File: config.mk
export PLATFORM = sky130hd
export DESIGN_NAME = circ_scratchpad
export DESIGN_NICKNAME = d
export VERILOG_FILES = /design/src/rtl/csp_pkg.sv /design/src/rtl/csp_ram.sv /design/src/rtl/circ_scratchpad.sv
export SDC_FILE = /design/constraint.sdc
export NUM_CORES = 1
export LEC_CHECK = 0
export ABC_AREA = 1
export CAP_MARGIN = 40
export CORE_MARGIN = 2
export CORE_UTILIZATION = 25
export CTS_BUF_LIST = sky130_fd_sc_hd__clkbuf_4
export DETAILED_ROUTE_END_ITERATION = 8
export GPL_TIMING_DRIVEN = 0
export HOLD_SLACK_MARGIN = 0.02
export SYNTH_ARGS = -nofsm -noshare
export SYNTH_HDL_FRONTEND = slang
export SYNTH_SLANG_ARGS = --single-unit
export TNS_END_PERCENT = 20
File: constraint.sdc
create_clock -name clk -period 2.7 [get_ports clk]
set_input_delay 0.81 -clock clk [delete_from_list [all_inputs] [get_ports clk]]
set_output_delay 0.81 -clock clk [all_outputs]
set_load 0.01 [all_outputs]
File: src/rtl/csp_pkg.sv
// Shared defaults and pointer arithmetic for the circular scratchpad.
// Pointers are carried as 32-bit values here and narrowed by the caller.
package csp_pkg;

  localparam int CSP_DATA_WIDTH = 16;
  localparam int CSP_ADDR_WIDTH = 3;
  localparam int CSP_PAR_WRITE  = 2;
  localparam int CSP_PAR_READ   = 1;

  // (ptr + off) mod 2^aw
  function automatic logic [31:0] ptr_wrap(input logic [31:0] ptr,
                                           input logic [31:0] off,
                                           input int unsigned aw);
    logic [31:0] mask;
    mask = (32'd1 << aw) - 32'd1;
    return (ptr + off) & mask;
  endfunction

endpackage

File: src/rtl/csp_ram.sv
// Scratchpad storage: PAR_WRITE words written per clock starting at waddr,
// PAR_READ words read combinationally starting at raddr. Not reset.
module csp_ram
  import csp_pkg::*;
#(
  parameter int DATA_WIDTH = CSP_DATA_WIDTH,
  parameter int ADDR_WIDTH = CSP_ADDR_WIDTH,
  parameter int PAR_WRITE  = CSP_PAR_WRITE,
  parameter int PAR_READ   = CSP_PAR_READ
) (
  input  logic                           clk,
  input  logic                           we,
  input  logic [ADDR_WIDTH-1:0]          waddr,
  input  logic [PAR_WRITE*DATA_WIDTH-1:0] wdata,
  input  logic [ADDR_WIDTH-1:0]          raddr,
  output logic [PAR_READ*DATA_WIDTH-1:0]  rdata
);

  localparam int DEPTH = 1 << ADDR_WIDTH;

  logic [DATA_WIDTH-1:0] mem [DEPTH];

  always_ff @(posedge clk) begin
    if (we) begin
      for (int i = 0; i < PAR_WRITE; i++) begin
        mem[ADDR_WIDTH'(ptr_wrap(32'(waddr), 32'(i), ADDR_WIDTH))] <=
          wdata[i*DATA_WIDTH +: DATA_WIDTH];
      end
    end
  end

  // Fall-through read: word j is the j-th oldest relative to raddr.
  for (genvar j = 0; j < PAR_READ; j++) begin : g_rd
    assign rdata[j*DATA_WIDTH +: DATA_WIDTH] =
      mem[ADDR_WIDTH'(ptr_wrap(32'(raddr), 32'(j), ADDR_WIDTH))];
  end

endmodule

File: src/rtl/circ_scratchpad.sv
// Circular scratchpad with multi-word push / pop, pointer/count/flag logic.
// Define CSP_ERR_FLAG_EN to build the sticky protocol-violation flag (err).
module circ_scratchpad
  import csp_pkg::*;
#(
  parameter int DATA_WIDTH = CSP_DATA_WIDTH,
  parameter int ADDR_WIDTH = CSP_ADDR_WIDTH,
  parameter int PAR_WRITE  = CSP_PAR_WRITE,
  parameter int PAR_READ   = CSP_PAR_READ
) (
  input  logic                            clk,
  input  logic                            rst_n,
  input  logic                            clear,
  input  logic                            wen,
  input  logic [PAR_WRITE*DATA_WIDTH-1:0] din,
  output logic                            wready,
  input  logic                            ren,
  output logic                            rvalid,
  output logic [PAR_READ*DATA_WIDTH-1:0]  dout,
  output logic [ADDR_WIDTH:0]             count,
  output logic                            full,
  output logic                            empty,
  output logic                            err
);

  localparam int DEPTH = 1 << ADDR_WIDTH;
  localparam int CNT_W = ADDR_WIDTH + 1;

  if (PAR_WRITE == 0 || PAR_READ == 0 || PAR_WRITE > DEPTH || PAR_READ > DEPTH) begin : g_bad_cfg
    $error("circ_scratchpad: PAR_WRITE/PAR_READ must be in 1..DEPTH");
  end

  localparam logic [CNT_W-1:0] CNT_DEPTH = CNT_W'(DEPTH);
  localparam logic [CNT_W-1:0] WR_LIMIT  = CNT_W'(DEPTH - PAR_WRITE);
  localparam logic [CNT_W-1:0] PW_INC    = CNT_W'(PAR_WRITE);
  localparam logic [CNT_W-1:0] PR_DEC    = CNT_W'(PAR_READ);

  logic [ADDR_WIDTH-1:0] wptr, rptr;
  logic [ADDR_WIDTH-1:0] wptr_nxt, rptr_nxt;
  logic [CNT_W-1:0]      count_nxt;
  logic                  push_acc, pop_acc, ram_we;

  assign wready   = (count <= WR_LIMIT);
  assign rvalid   = (count >= PR_DEC);
  assign full     = (count == CNT_DEPTH);
  assign empty    = (count == '0);
  assign push_acc = wen && wready;
  assign pop_acc  = ren && rvalid;

  // Gating with rst_n drops a push that coincides with reset; clear wins too.
  assign ram_we   = push_acc && !clear && rst_n;

  always_comb begin
    wptr_nxt  = wptr;
    rptr_nxt  = rptr;
    count_nxt = count;
    if (clear) begin
      wptr_nxt  = '0;
      rptr_nxt  = '0;
      count_nxt = '0;
    end else begin
      if (push_acc) begin
        wptr_nxt = ADDR_WIDTH'(ptr_wrap(32'(wptr), 32'(PAR_WRITE), ADDR_WIDTH));
      end
      if (pop_acc) begin
        rptr_nxt = ADDR_WIDTH'(ptr_wrap(32'(rptr), 32'(PAR_READ), ADDR_WIDTH));
      end
      count_nxt = count + (push_acc ? PW_INC : '0) - (pop_acc ? PR_DEC : '0);
    end
  end

  always_ff @(posedge clk or negedge rst_n) begin
    if (!rst_n) begin
      wptr  <= '0;
      rptr  <= '0;
      count <= '0;
    end else begin
      wptr  <= wptr_nxt;
      rptr  <= rptr_nxt;
      count <= count_nxt;
    end
  end

`ifdef CSP_ERR_FLAG_EN
  logic err_q;

  always_ff @(posedge clk or negedge rst_n) begin
    if (!rst_n) begin
      err_q <= 1'b0;
    end else if (clear) begin
      err_q <= 1'b0;
    end else if ((wen && !wready) || (ren && !rvalid)) begin
      err_q <= 1'b1;
    end
  end

  assign err = err_q;
`else
  assign err = 1'b0;
`endif

  csp_ram #(
    .DATA_WIDTH(DATA_WIDTH),
    .ADDR_WIDTH(ADDR_WIDTH),
    .PAR_WRITE (PAR_WRITE),
    .PAR_READ  (PAR_READ)
  ) u_ram (
    .clk  (clk),
    .we   (ram_we),
    .waddr(wptr),
    .wdata(din),
    .raddr(rptr),
    .rdata(dout)
  );

endmodule

## Yosys cells after proc, flatten, opt, wreduce, memory -nomap -nowiden

Memories as Yosys holds them, arrays and structs flattened.
Cells that the tools add are included.

- Flip-flop bits (word level): 10
- Bits in writable memories: 128
- Input port bits: 37
- Logic and storage cells: 29
- Memories kept: 1

- Add/sub/neg operators: 5
- $lt $le $gt $ge: 2
- Equality and inequality tests: 1
- Mux-type cells: 9
- Reduce and logical (&&, ||, !) cells: 8

Memory list:

| name | words | bits a word | read ports | clocked after Yosys merged registers in | wr ports | line | RTL |
|---|---|---|---|---|---|---|---|
| u_ram.mem | 8 | 16 | 1 | 0 | 2 | csp_ram.sv:21 | `logic [DATA_WIDTH-1:0] mem [DEPTH];` |

Operators by type and width:

| cell | number |
|---|---|
| $mux 3 | 4 |
| $add 3x1->3 const B | 2 |
| $add 4x2->4 | 1 |
| $eq 4x4->1 const B | 1 |
| $ge 4x1->1 const B | 1 |
| $le 4x3->1 const B | 1 |
| $logic_and 1x1->1 | 4 |
| $logic_not 4->1 | 1 |
| $mux 4 | 1 |
| $reduce_bool 2->1 | 2 |
| $sub 4x1->4 | 1 |
| $add 3x2->3 const B | 1 |
| $mux 1 | 3 |
| $mux 2 | 1 |
| $logic_not 1->1 | 1 |

## Logic depth before layout (Yosys ltp)

- Word-level depth: 6
- Gate-level depth with buffers: 13

## Cells and area by module

From an unflattened synthesis, not the netlist that was laid out.

- Cells, all modules: 1130
- Area total of the unflattened synthesis: 8732.1 um^2

Modules (own cells, without submodules):

| module | times used | cells each | area each (um^2) | seq. area each (um^2) |
|---|---|---|---|---|
| csp_ram | 1 | 1057 | 8114.0 | 3843.7 |
| circ_scratchpad | 1 | 73 | 618.1 | 225.2 |

## Worst setup path after synthesis

Ideal clock, no wire load.

- Kind: register to register
- Start: register count[2]
- End: register count[3]
- Library setup time: 119 ps
- Arrival: 1997 ps
- Required time: 2581 ps
- Slack: 584 ps
- Cell stages (with the launch flop): 14
- Path buffers: 0
- Clock period less this slack: 2116 ps
- Path through: dfrtp_1 inv_1 ha_1 o21ai_0 nand2_1 nand2_1 inv_1 ha_1 inv_1 ha_1 inv_1 fa_1 xnor2_1 nor2_1

RTL lines:

| item | line | RTL |
|---|---|---|
| start, declared | circ_scratchpad.sv:20 | `output logic [ADDR_WIDTH:0] count,` |
| start signal, assigned | circ_scratchpad.sv:80 | `count <= count_nxt;` |
| $ge 4x1->1 | circ_scratchpad.sv:44 | `assign rvalid = (count >= PR_DEC);` |
| net rvalid | circ_scratchpad.sv:18 | `output logic rvalid,` |
| $logic_and 1x1->1 | circ_scratchpad.sv:48 | `assign pop_acc = ren && rvalid;` |
| $mux 1 | circ_scratchpad.sv:68 | `count_nxt = count + (push_acc ? PW_INC : '0) - (pop_acc ? PR_DEC : '0);` |
| $sub 4x1->4 | circ_scratchpad.sv:68 |  |
| $mux 4 | circ_scratchpad.sv:57 | `if (clear) begin` |
| net count_nxt[3] | circ_scratchpad.sv:40 | `logic [CNT_W-1:0] count_nxt;` |

The timed path passes the listed nets, and every way through them passes these cells.
A chain may end at the register's enable or synchronous reset.

## Final worst setup path

- Start: register rptr[0]
- End: output port dout[10]

- Longest elaborated chain between the ends: 1

Ends and longest elaborated chain:

| item | line | RTL |
|---|---|---|
| start, declared | circ_scratchpad.sv:38 | `logic [ADDR_WIDTH-1:0] wptr, rptr;` |
| start signal, assigned | circ_scratchpad.sv:79 | `rptr <= rptr_nxt;` |
| $mem_v2 8x16 | - |  |
| end, declared | circ_scratchpad.sv:19 | `output logic [PAR_READ*DATA_WIDTH-1:0] dout,` |

No other way between the ends.

==> impl_metrics.env <==
export IMPL_drt_iter0_drc=786
export IMPL_place_congestion=0.877
export IMPL_crit_start="rptr[0]"
export IMPL_yosys_area_share_simple=0.224
export IMPL_setup_ws_ps=-189
export IMPL_cts_sinks=137
export IMPL_grtUsageTotal=0.161
export IMPL_multi_input_area_sq_um=2340
export IMPL_async_reset_ff_frac=0.0657
export IMPL_synth_compound_area_frac=0.0812
export IMPL_synthAdderAreaFrac=0.0269
export IMPL_die_area_sq_um=28500
export IMPL_violations="setup timing"
export IMPL_synth_nets=733
export IMPL_min_path_type="in -> async"
export IMPL_gr_max_usage_layer="met2"
export IMPL_cp_end_kind="primary output"
export IMPL_synthCells=682
export IMPL_ys_flop_type="edfxtp_1"
export IMPL_period_share=1.07
export IMPL_yosysWarnings=0
export IMPL_cp_cell_sequence="buf_6 -> inv_4 -> clkbuf_4 -> o21ai_0 -> o22ai_1 -> nand2_1 -> nand2_1 -> buf_2"
export IMPL_cts_htree_levels=4
export IMPL_p_total_w=0.00627
export IMPL_fin_util=0.316
export IMPL_synth_common_cells="183 x nand2_1, 128 x edfxtp_1, 71 x nor2_1"
export IMPL_path_common_cell="nand2_1"
export IMPL_insertion_delay_ps=560
export IMPL_power_density_nw_per_um2=741
export IMPL_ios=62
export IMPL_grt_max_degree=17
export IMPL_arrival_ps=2080
export IMPL_nNetsFinal=828
export IMPL_synth_avg_cell_area_sq_um=9.95
export IMPL_use_met1=0.213
export IMPL_slowest_stage="dfrtp_1"
export IMPL_cp_start_kind="flip-flop"
export IMPL_port_buffers=60
export IMPL_whs_ps=170
export IMPL_ant_nets=0
export IMPL_crit_fanout=10
export IMPL_endpoint="dout[10]"
export IMPL_status="finished, violations left"
export IMPL_drc_errors=0
export IMPL_p_leak_nw=3.31
export IMPL_wire_per_inst_um=20.1
export IMPL_drv_cap=0
export IMPL_worst_slew_pin_slew_ps=700
export IMPL_grt_use_met2=0.252
export IMPL_critPathKind="reg -> out"
export IMPL_routed_wl_mm=22.7
export IMPL_initial_core_util=0.253
export IMPL_timing_rr_end="u_ram.mem[0][10]"
export IMPL_r2r_start="wptr[1]"
export IMPL_tritoncts="built"
export IMPL_hold_viol_final=0
export IMPL_synth_edf_count=128
export IMPL_path_buf_inv=4
export IMPL_grt_pass1_wl_mm=33.0
export IMPL_cpPeakStageDelay_ps=400
export IMPL_finalMaxSlewViolations=0
export IMPL_ctsRootBufferMaster="clkbuf_4"
export IMPL_max_freq_mhz=346
export IMPL_synthXorXnorAreaFrac=0.00258
export IMPL_drive_gt1_frac=0.169
export IMPL_muxShareOfSynthArea=0
export IMPL_syn_to_final_growth_pct=24.8
export IMPL_core_area_sq_um=26800
export IMPL_synth_seq_area_share=0.600
export IMPL_die_w_um=169
export IMPL_vias=5654
export IMPL_postCtsHoldBufs=0
export IMPL_cp_required_ps=1890
export IMPL_fin_crit_ps=2890
export IMPL_cp_depth=8
export IMPL_rrSetupSlack_ps=130
export IMPL_dr_pass1_iters=5
export IMPL_num_antenna_cells=0
export IMPL_rows=60
export IMPL_die_y_um=169
export IMPL_vias_per_cell=5.00
export IMPL_yosysTopAreaCell="edfxtp_1"
export IMPL_yosysUniqueCellTypes=27
export IMPL_synth_seq_cells=137
export IMPL_cts_buffers=17
export IMPL_nFillCells=2695
export IMPL_setup_viol=16
export IMPL_synth_most_common_cell="nand2_1"
export IMPL_timing_slew_headroom=0.533
export IMPL_grt_antenna_before_repair=0
export IMPL_grt_ovfl_total=0
export IMPL_syn_area_sq_um=6780
export IMPL_path_clk_slew_ps=120
export IMPL_synth_area_leaders="edfxtp_1 57%, nand2_1 10%, nand4_1 5.9%"
export IMPL_path_delay_family="buffers and inverters"
export IMPL_max_vdd_ir_drop_v=0.000426
export IMPL_yosysTopAreaCellShare=0.567
export IMPL_met3_usage=0.0447
export IMPL_rr_worst_depth=7
export IMPL_dp_hpwl_mm=15.1
export IMPL_max_clock_path_buffers=2
export IMPL_skew_ps=12.8
export IMPL_seqCellArea_sq_um=4070
export IMPL_rsz0062_at_grt="yes"
export IMPL_grt_pass1_vias=5255
export IMPL_synth_top_family_by_area="simple AND/OR/NAND/NOR gates"
==> report_power, final <==
part	leakage (nW)	total, W	switching, W	internal [W]
clock network	0.145	0.00131	0.000765	0.000547
registers	1.27	0.00249	0.0000638	0.00243
logic	1.89	0.00247	0.00149	0.000982
total	3.31	0.00627	0.00232	0.00396
==> through the flow <==
stage	std cells	setup slack (ps)	TNS, ps	area (sq um)
after global placement	1083	-807	-109340	7810
after global routing	1130	-298	-3980	8460
after CTS	1131	-242	-3040	8450
after detailed placement	1088	-637	-86990	7920
after floorplan	682	584	0	6780
final	1130	-189	-1790	8460
==> layout by cell type (no fill, tap or decap), drive strengths merged, types with 2 or more instances in the layout <==
| cell type | n |
|---|---|
| clkinv | 9 |
| edfxtp | 128 |
| clkinvlp | 4 |
| inv | 25 |
| nand4 | 68 |
| clkdlybuf4s50 | 39 |
| o22ai | 32 |
| nor2 | 73 |
| buf | 66 |
| nand3 | 5 |
| ha | 13 |
| clkbuf | 51 |
| dlygate4sd2 | 4 |
| dfrtp | 9 |
| bufinv | 2 |
| nand2 | 185 |
| o21ai | 70 |
==> cell families (layout without fill, tap and decap cells) <==
group / Yosys count / count (layout)
compound gates: 102 / 102
xor+xnor: 2 / 2
fa+ha+maj: 14 / 14
buf+inv: 94 / 201
flops: 137 / 137
other cells: 1 / 1
simple gates: 332 / 332
==> final cells by class <==
class,instances,area share
tap,341,0.0504
timing repair buffer,76,0.0942
clock inverter,13,0.0154
sequential,137,0.481
multi-input combinational,451,0.276
clock buffer,18,0.0160
buffer,67,0.0531
inverter,27,0.0137
==> worst reg2reg max path, stage by stage (launching register included) <==
cell,delay [ps]
dfrtp_1,430
inv_1,130
ha_1,160
buf_1,420
nand4_4,280
buf_6,240
inv_1,390
buf_16,220
==> routing by layer <==
layer	vias to the layer above	routed length (um)
li1	2595	-
met1	2670	9320
met2	334	10300
met3	55	2460
met4	0	588
met5	-	0
==> worst min-delay path by stage <==
stage | to | slack [ps] | depth (start not counted)
6_report | wptr[2] | 170 | 1
4_1_cts | count[0] | 550 | 1
3_5_place_dp | wptr[2] | 660 | 2
3_3_place_gp | wptr[2] | 640 | 2
2_1_floorplan | count[0] | 510 | 0
5_1_grt | count[0] | 170 | 1
==> state kept, by name (all words and copies together) (netlist names) <==
name and flops:
count 4, rptr 3, u_ram.mem 128, wptr 2
==> timing repair <==
item,CTS,global route
pin swaps,27,10
endpoints found under the setup margin,52,65
gates resized for setup,130,36
cloned,3,0
setup buffers,9,0
No activity file was read; power rests on OpenSTA's default activity.
